===== src/rtl/peak_pkg.sv =====
// Shared types, m_axis_tdata field layout and sample-magnitude helper for the
// windowed peak detector.
package peak_pkg;

  localparam int unsigned PEAK_W    = 32;
  localparam int unsigned IDX_W     = 24;
  localparam int unsigned CH_W      = 8;
  localparam int unsigned M_TDATA_W = 64;
  localparam int unsigned PEAK_LSB  = 0;
  localparam int unsigned IDX_LSB   = 32;
  localparam int unsigned CH_LSB    = 56;

  typedef struct packed {
    logic signed [PEAK_W-1:0] peak;
    logic [IDX_W-1:0]         idx;
  } peak_rec_t;

  // Compare key for a sign-extended w-bit sample; the most negative code saturates in abs mode.
  function automatic logic signed [PEAK_W-1:0] mag(input logic signed [PEAK_W-1:0] s,
                                                   input int unsigned w,
                                                   input logic abs_mode);
    logic signed [PEAK_W-1:0] top;
    logic signed [PEAK_W-1:0] min_v;
    logic signed [PEAK_W-1:0] r;
    top   = {1'b1, {(PEAK_W-1){1'b0}}};
    min_v = top >>> (PEAK_W - w);
    r     = s;
    if (abs_mode) begin
      if (s == min_v) r = ~min_v;
      else if (s < 0) r = -s;
    end
    return r;
  endfunction

  function automatic logic [M_TDATA_W-1:0] pack_beat(input peak_rec_t r, input logic [CH_W-1:0] ch);
    logic [M_TDATA_W-1:0] b;
    b = '0;
    b[PEAK_LSB +: PEAK_W] = r.peak;
    b[IDX_LSB +: IDX_W]   = r.idx;
    b[CH_LSB +: CH_W]     = ch;
    return b;
  endfunction

endpackage


===== src/rtl/peak_lane_tracker.sv =====
// Per-channel peak/index register; exposes its next value so a window-ending
// beat can be captured on the same edge it is compared.
module peak_lane_tracker
  import peak_pkg::*;
#(
  parameter int unsigned SAMPLE_W = 16,
  parameter int unsigned ABS_MODE = 1
) (
  input  logic                clk,
  input  logic                rst,
  input  logic                en,
  input  logic                load,
  input  logic [SAMPLE_W-1:0] sample,
  input  logic [IDX_W-1:0]    frame_idx,
  output peak_rec_t           rec_d_c
);

  peak_rec_t                rec_q;
  logic signed [PEAK_W-1:0] m_c;

  always_comb begin
    m_c     = mag(PEAK_W'(signed'(sample)), SAMPLE_W, ABS_MODE != 0);
    rec_d_c = rec_q;
    // Strictly-greater update keeps the earliest frame on ties.
    if (en && (load || (m_c > rec_q.peak))) begin
      rec_d_c.peak = m_c;
      rec_d_c.idx  = frame_idx;
    end
  end

  always_ff @(posedge clk or posedge rst) begin
    if (rst) rec_q <= '0;
    else     rec_q <= rec_d_c;
  end

endmodule


===== src/rtl/axis_window_peak_detector.sv =====
// Multi-channel windowed peak detector: frames LANES x BEATS samples from an AXIS
// slave, tracks per-channel peaks over WINDOW frames, drains one result beat per channel.
module axis_window_peak_detector
  import peak_pkg::*;
#(
  parameter int unsigned SAMPLE_W = 16,
  parameter int unsigned LANES    = 2,
  parameter int unsigned BEATS    = 2,
  parameter int unsigned WINDOW   = 500,
  parameter int unsigned ABS_MODE = 1
) (
  input  logic                      s_axis_aclk,
  input  logic                      s_axis_areset,
  input  logic [LANES*SAMPLE_W-1:0] s_axis_tdata,
  input  logic                      s_axis_tvalid,
  input  logic                      s_axis_tlast,
  output logic                      s_axis_tready,
  output logic [M_TDATA_W-1:0]      m_axis_tdata,
  output logic                      m_axis_tvalid,
  output logic                      m_axis_tlast,
  input  logic                      m_axis_tready,
  output logic                      overrun,
  output logic                      frame_err
);

  localparam int unsigned NUM_CH   = LANES * BEATS;
  localparam int unsigned BEAT_W   = (BEATS > 1) ? $clog2(BEATS) : 1;
  localparam int unsigned CH_IDX_W = (NUM_CH > 1) ? $clog2(NUM_CH) : 1;

  localparam logic [0:0] IDLE = 1'b0;
  localparam logic [0:0] SEND = 1'b1;

  logic [0:0]           state_q, state_d;
  logic [BEAT_W-1:0]    beat_cnt_q, beat_cnt_d;
  logic [IDX_W-1:0]     frame_cnt_q, frame_cnt_d;
  logic [CH_IDX_W-1:0]  ch_idx_q, ch_idx_d;
  logic                 s_tready_q, s_tready_d;
  logic [M_TDATA_W-1:0] m_tdata_q, m_tdata_d;
  logic                 m_tvalid_q, m_tvalid_d;
  logic                 m_tlast_q, m_tlast_d;
  logic                 overrun_q, overrun_d;
  logic                 frame_err_q, frame_err_d;
  peak_rec_t            buf_q [NUM_CH];
  peak_rec_t            buf_d [NUM_CH];
  peak_rec_t            rec_d_c [NUM_CH];

  logic acc_c, last_beat_c, bad_c, frm_end_c, win_end_c, upd_c, load_c, hs_c, hs_last_c;

  always_comb begin
    acc_c       = s_axis_tvalid && s_tready_q;
    last_beat_c = (beat_cnt_q == BEAT_W'(BEATS-1));
    bad_c       = acc_c && (s_axis_tlast != last_beat_c);
    frm_end_c   = acc_c && s_axis_tlast && last_beat_c;
    win_end_c   = frm_end_c && (frame_cnt_q == IDX_W'(WINDOW-1));
    upd_c       = acc_c && !bad_c;
    load_c      = (frame_cnt_q == '0);
    hs_c        = m_tvalid_q && m_axis_tready;
    hs_last_c   = hs_c && m_tlast_q;
  end

  for (genvar c = 0; c < NUM_CH; c++) begin : g_ch
    localparam int unsigned B = c / LANES;
    localparam int unsigned K = c % LANES;
    peak_lane_tracker #(
      .SAMPLE_W (SAMPLE_W),
      .ABS_MODE (ABS_MODE)
    ) u_trk (
      .clk       (s_axis_aclk),
      .rst       (s_axis_areset),
      .en        (upd_c && (beat_cnt_q == BEAT_W'(B))),
      .load      (load_c),
      .sample    (s_axis_tdata[K*SAMPLE_W +: SAMPLE_W]),
      .frame_idx (frame_cnt_q),
      .rec_d_c   (rec_d_c[c])
    );
  end

  // Framing counters, result buffer and output FSM next-state.
  always_comb begin
    state_d     = state_q;
    beat_cnt_d  = beat_cnt_q;
    frame_cnt_d = frame_cnt_q;
    ch_idx_d    = ch_idx_q;
    s_tready_d  = 1'b1;
    m_tdata_d   = m_tdata_q;
    m_tvalid_d  = m_tvalid_q;
    m_tlast_d   = m_tlast_q;
    overrun_d   = overrun_q;
    frame_err_d = frame_err_q | bad_c;
    buf_d       = buf_q;

    if (bad_c || frm_end_c) beat_cnt_d = '0;
    else if (acc_c)         beat_cnt_d = beat_cnt_q + BEAT_W'(1);

    if (win_end_c)      frame_cnt_d = '0;
    else if (frm_end_c) frame_cnt_d = frame_cnt_q + IDX_W'(1);

    if (hs_c) begin
      if (hs_last_c) begin
        state_d    = IDLE;
        m_tvalid_d = 1'b0;
        m_tlast_d  = 1'b0;
      end else begin
        ch_idx_d  = ch_idx_q + CH_IDX_W'(1);
        m_tdata_d = pack_beat(buf_q[ch_idx_d], CH_W'(ch_idx_d));
        m_tlast_d = (ch_idx_d == CH_IDX_W'(NUM_CH-1));
      end
    end

    // A window may load the buffer only once the previous drain has finished.
    if (win_end_c) begin
      if ((state_q == IDLE) || hs_last_c) begin
        buf_d      = rec_d_c;
        state_d    = SEND;
        ch_idx_d   = '0;
        m_tdata_d  = pack_beat(rec_d_c[0], '0);
        m_tvalid_d = 1'b1;
        m_tlast_d  = (NUM_CH == 1);
      end else begin
        overrun_d = 1'b1;
      end
    end
  end

  always_ff @(posedge s_axis_aclk or posedge s_axis_areset) begin
    if (s_axis_areset) begin
      state_q     <= IDLE;
      beat_cnt_q  <= '0;
      frame_cnt_q <= '0;
      ch_idx_q    <= '0;
      s_tready_q  <= 1'b0;
      m_tdata_q   <= '0;
      m_tvalid_q  <= 1'b0;
      m_tlast_q   <= 1'b0;
      overrun_q   <= 1'b0;
      frame_err_q <= 1'b0;
      buf_q       <= '{default: '0};
    end else begin
      state_q     <= state_d;
      beat_cnt_q  <= beat_cnt_d;
      frame_cnt_q <= frame_cnt_d;
      ch_idx_q    <= ch_idx_d;
      s_tready_q  <= s_tready_d;
      m_tdata_q   <= m_tdata_d;
      m_tvalid_q  <= m_tvalid_d;
      m_tlast_q   <= m_tlast_d;
      overrun_q   <= overrun_d;
      frame_err_q <= frame_err_d;
      buf_q       <= buf_d;
    end
  end

  assign s_axis_tready = s_tready_q;
  assign m_axis_tdata  = m_tdata_q;
  assign m_axis_tvalid = m_tvalid_q;
  assign m_axis_tlast  = m_tlast_q;
  assign overrun       = overrun_q;
  assign frame_err     = frame_err_q;

endmodule

===== config.mk =====
export PLATFORM = sky130hd
export DESIGN_NAME = axis_window_peak_detector
export DESIGN_NICKNAME = d
export VERILOG_FILES = /design/src/rtl/peak_pkg.sv /design/src/rtl/peak_lane_tracker.sv /design/src/rtl/axis_window_peak_detector.sv
export SDC_FILE = /design/constraint.sdc
export NUM_CORES = 1
export LEC_CHECK = 0
export CAP_MARGIN = 5
export CORE_AREA = 2 2 277 197
export DETAILED_ROUTE_END_ITERATION = 8
export DIE_AREA = 0 0 279 199
export PLACE_DENSITY = 0.67
export SYNTH_ARGS = -nofsm -noshare
export SYNTH_HDL_FRONTEND = slang
export SYNTH_SLANG_ARGS = --single-unit

===== constraint.sdc =====
create_clock -name s_axis_aclk -period 58.5 [get_ports s_axis_aclk]
set_clock_uncertainty 0.2 [all_clocks]
set_input_delay 14.625 -clock s_axis_aclk [delete_from_list [all_inputs] [get_ports s_axis_aclk]]
set_output_delay 14.625 -clock s_axis_aclk [all_outputs]
set_load 0.02 [all_outputs]

==> parameters.txt <==
Parameter                              Value

Routing
  WL final ... 65600 um
  WL/cell ... slightly above 20 um
  Routed Antenna Nets ... 0
  Drt first pass iters ... 7
  # DRC ... 0
  Total vias in the final route ... ~18000
  Number of vias per cell ... roughly 5.7
  Number of design-rule violations left by the first detailed-router iteration ... 1789

Layout
  Layout fillers ... 4428
  Final std cells w/o fill ... 3215
  ANT cells ... 0
  Layout area overhead ... 13.9%
  Layout Nets ... 2649
  Share of post-route cells with drive strength above 1 ... 0.145

Clock network
  Clock tree from TritonCTS ... done
  Total number of H-tree levels ... 2
  Number of buffers inserted by hold repair at cts ... 0
  Post-CTS Repair Setup Buffers ... 0
  Clock latency reported for the late side of the worst-skew pair ... 590 ps
  Clock sink count ... 545
  Buffer levels on the longest clock path ... 3
  Library cell used as clock root buffer ... clkbuf_16
  Number of clock buffers inserted by TritonCTS ... 53
  Resized cells post-CTS ... 0
  Clock edge transition at the registers on the reported setup and hold paths ... 60 ps

Power
  Power density cells ... 33.2 mW/mm2
  Power after layout ... 0.000991 W
  Reported net switching power ... 0.000284 W
  Int Power ... roughly 0.0007 W
  Share of power burned in registers ... 0.444
  Leakage ... 14.3 nW
  Combinational share of power ... 0.190
  Clock power frac ... 0.366
  Peak supply drop ... 24.9 uV
  Switching share of power ... 0.286

Logic synthesis
  Share of synthesized flip-flops with an asynchronous set or reset ... 1.00
  Leading area contributor after synthesis ... dfrtp_1
  Top cells by area in the synthesized netlist ... dfrtp_1, ha_1, mux2_2, mux4_2, nand2_1
  Area share of the largest cell type after synthesis ... 0.520
  Count of cell types in the netlist ... 64
  Synth Flop Type ... dfrtp_1
  Post-synth design cell area ... 0.0262 mm2
  Mapped Avg Cell Area ... 11.1 um2
  Sequential share of the synthesized area ... 0.520
  Synthesis Warnings ... 0
  Number of enable-type register cells in the synthesized netlist ... 0
  Yosys reg bits ... 545
  Mapped Cells ... 2374

Timing
  Worst slew pin tran ... 1120 ps
  Setup repair after global routing missed its margin ... no
  Final cycle utilization of the critical path ... 0.352
  Max-Slew Margin vs Limit ... 0.252
  Final min period ... 20590 ps
  Final-report max-slew violation count ... 0
  Setup TNS Final ... 0 ps
  Final count of negative-setup-slack endpoints ... 0
  Hold Violations, Final ... 0
  Highest clock frequency the design can meet ... 0.0486 GHz

GRT
  Vias in the first global route ... 18500
  Global-route wire length before repair ... 105000 um
  Number of antenna violations at the first check in global routing ... 0
  GR Overflow Total ... 0
  Maximum number of pins on one net before global-route repair ... slightly below 200
  Global routing usage summed across all routing layers ... 0.240

Critical path
  WS Path Type ... input port to flop
  R2r worst-path depth ... 9
  Kind of end point of the critical path ... flop
  Reg2reg start ... g_ch[3].u_trk.rec_q[55]$_DFF_PP0_
  Arrival time reported for the critical path endpoint ... 20840 ps
  Endpoint of the worst setup timing path ... g_ch[1].u_trk.rec_q[30]$_DFF_PP0_
  Critical path depth in cells ... 16
  Crit path max-delay family ... simple AND/OR/NAND/NOR gates
  Maximum fanout count along the critical path ... 48
  Timing startpoint of the critical path ... s_axis_tdata[19]
  Ordered list of cells on the worst path ... clkdlybuf4s50_1 > or2_2 > or4_1 > or3_1 > nand2b_1 > o211ai_1 > ha_1 > nor2b_1 > o211ai_1 > a2111oi_0 > or4_1 > a211oi_1 > xor2_1 > a21o_2 > buf_4 > mux2_2
  Max stage delay cell, worst path ... a21o_2
  CP startpoint kind ... input port
  R2r endpoint ... buf_q[23]$_DFFE_PP0P_
  Required time reported for the critical path endpoint ... 58750 ps
  Worst path buffer plus inverter count ... 2
  FF-to-FF setup slack ... approximately 54000 ps
  Longest individual stage delay on the worst path ... 730 ps

Die
  Initial standard-cell utilization of the core ... 0.495
  CORE AREA ... 0.0530 mm2
  Die height ... between 150 and 200 um
  Io pins ... 106
  Width of the chip ... 279 um
  Number of placement rows ... 71
  DIE AREA ... 0.0555 mm2

Place
  Post-DP HPWL ... 42500 um
  PortBufs ... 105
  Final weighted congestion in routability-driven placement ... approximately 0.88
  Placed Cells ... 3117

Status
  Status ... finished clean

Worst hold path
  Hold/Removal Path Class ... flop to flop

Run
  Max-cap check violation count ... 0
## per-stage QoR
stage          setup WS [ps]   util  area (um2)  hold slack, ps
2_1_floorplan          28440      -       26500             233
3_3_place_gp           37520  0.528       28000             246
3_5_place_dp           37390  0.529       28000             251
4_1_cts                38000  0.563       29900             262
5_1_grt                37630  0.563       29900             294
6_report               37910  0.563       29900             261
## flip-flops by register name, indices dropped and copies added, names as in the netlist, named ones only
register and cells:
s_axis_tready 1, state_q 1, buf_q 224, ch_idx_q 2, g_ch.u_trk.rec_q 224, overrun 1, frame_cnt_q 24, beat_cnt_q 1
m_axis_tdata 64, m_axis_tlast 1, frame_err 1
## worst min path at each step
stage                     slack [ps]                        startpoint                      to  cells after the start
final                            260  g_ch[1].u_trk.rec_q[3]$_DFF_PP0_  buf_q[115]$_DFFE_PP0P_                      2
after global routing             290            buf_q[175]$_DFFE_PP0P_  buf_q[175]$_DFFE_PP0P_                      2
after CTS                        260  g_ch[1].u_trk.rec_q[3]$_DFF_PP0_  buf_q[115]$_DFFE_PP0P_                      2
after detailed placement         250            buf_q[172]$_DFFE_PP0P_  buf_q[172]$_DFFE_PP0P_                      2
after global placement           250            buf_q[113]$_DFFE_PP0P_  buf_q[113]$_DFFE_PP0P_                      2
after floorplan                  230            buf_q[112]$_DFFE_PP0P_  buf_q[112]$_DFFE_PP0P_                      2
## cell usage after synthesis, types with 23 or more instances
cell type  instances
nand4_1           50
mux4_2            56
dfrtp_1          545
nand3_1           38
ha_1             133
o31ai_1           70
a21oi_1          127
clkbuf_1          91
mux2i_1           42
mux2_2           143
inv_1            173
a211oi_1          23
nand2_1          307
mux2_4            35
o21ai_0           70
buf_2             29
nor2_1           183
xor2_1            27
o211ai_1          25
## cell usage in the layout (no fill, tap or decap), types with 23 or more instances in the layout
| cell type | instances |
|---|---|
| nand3_1 | 38 |
| o21ai_0 | 70 |
| nand4_1 | 50 |
| o31ai_1 | 70 |
| o211ai_1 | 25 |
| ha_1 | 132 |
| conb_1 | 65 |
| clkdlybuf4s50_1 | 105 |
| xor2_1 | 27 |
| mux2_4 | 35 |
| nor2_1 | 182 |
| a21oi_1 | 126 |
| a211oi_1 | 23 |
| nand2_1 | 306 |
| mux2_2 | 143 |
| mux4_2 | 56 |
| mux2i_1 | 42 |
| dfrtp_1 | 544 |
| clkbuf_16 | 55 |
| inv_1 | 172 |
## layout make-up
cell class	count	area (um2)	share of cell area
multi-input combinational	1580	11600	0.389
tap	693	867	0.0290
clock buffer	82	1620	0.0541
timing repair buffer	126	1230	0.0413
inverter	173	657	0.0220
clock inverter	16	234	0.00783
sequential	545	13600	0.456
## logic make-up after synthesis
| group | Yosys count | synth area share |
|---|---|---|
| adders and majority gates | 133 | 0.0634 |
| AOI/OAI and AO/OA | 376 | 0.0905 |
| and+or+nand+nor | 681 | 0.116 |
| other | 2 | 0.000286 |
| xor gates and xnor gates | 46 | 0.0154 |
| DFF | 545 | 0.520 |
| muxes | 279 | 0.147 |
| buffers and inverters | 312 | 0.0484 |
## worst register-to-register path, stage by stage, from the launching register on
cell      delay (ps)
dfrtp_1          370
inv_1            100
ha_1             280
nand4_1          260
nor4_1           960
a32oi_1          310
o211ai_4         390
buf_4            830
mux2_2           480
mux2_1           290
## power by group through the flow
stage          registers [W]  logic [W]  clock network [W]
6_report            0.000440   0.000188           0.000363
5_1_grt             0.000445   0.000213           0.000385
4_1_cts             0.000440   0.000182           0.000369
3_5_place_dp        0.000447   0.000180                  0
3_3_place_gp        0.000445   0.000172                  0
2_1_floorplan       0.000439   0.000136                  0
## routing by layer
metal,GRT usage,share of wire
met5,0,0
met3,0.0403,0.061
met1,0.362,0.48
met2,0.366,0.44
met4,0.0544,0.019
Note: power is estimated with default switching activity, not from simulation.
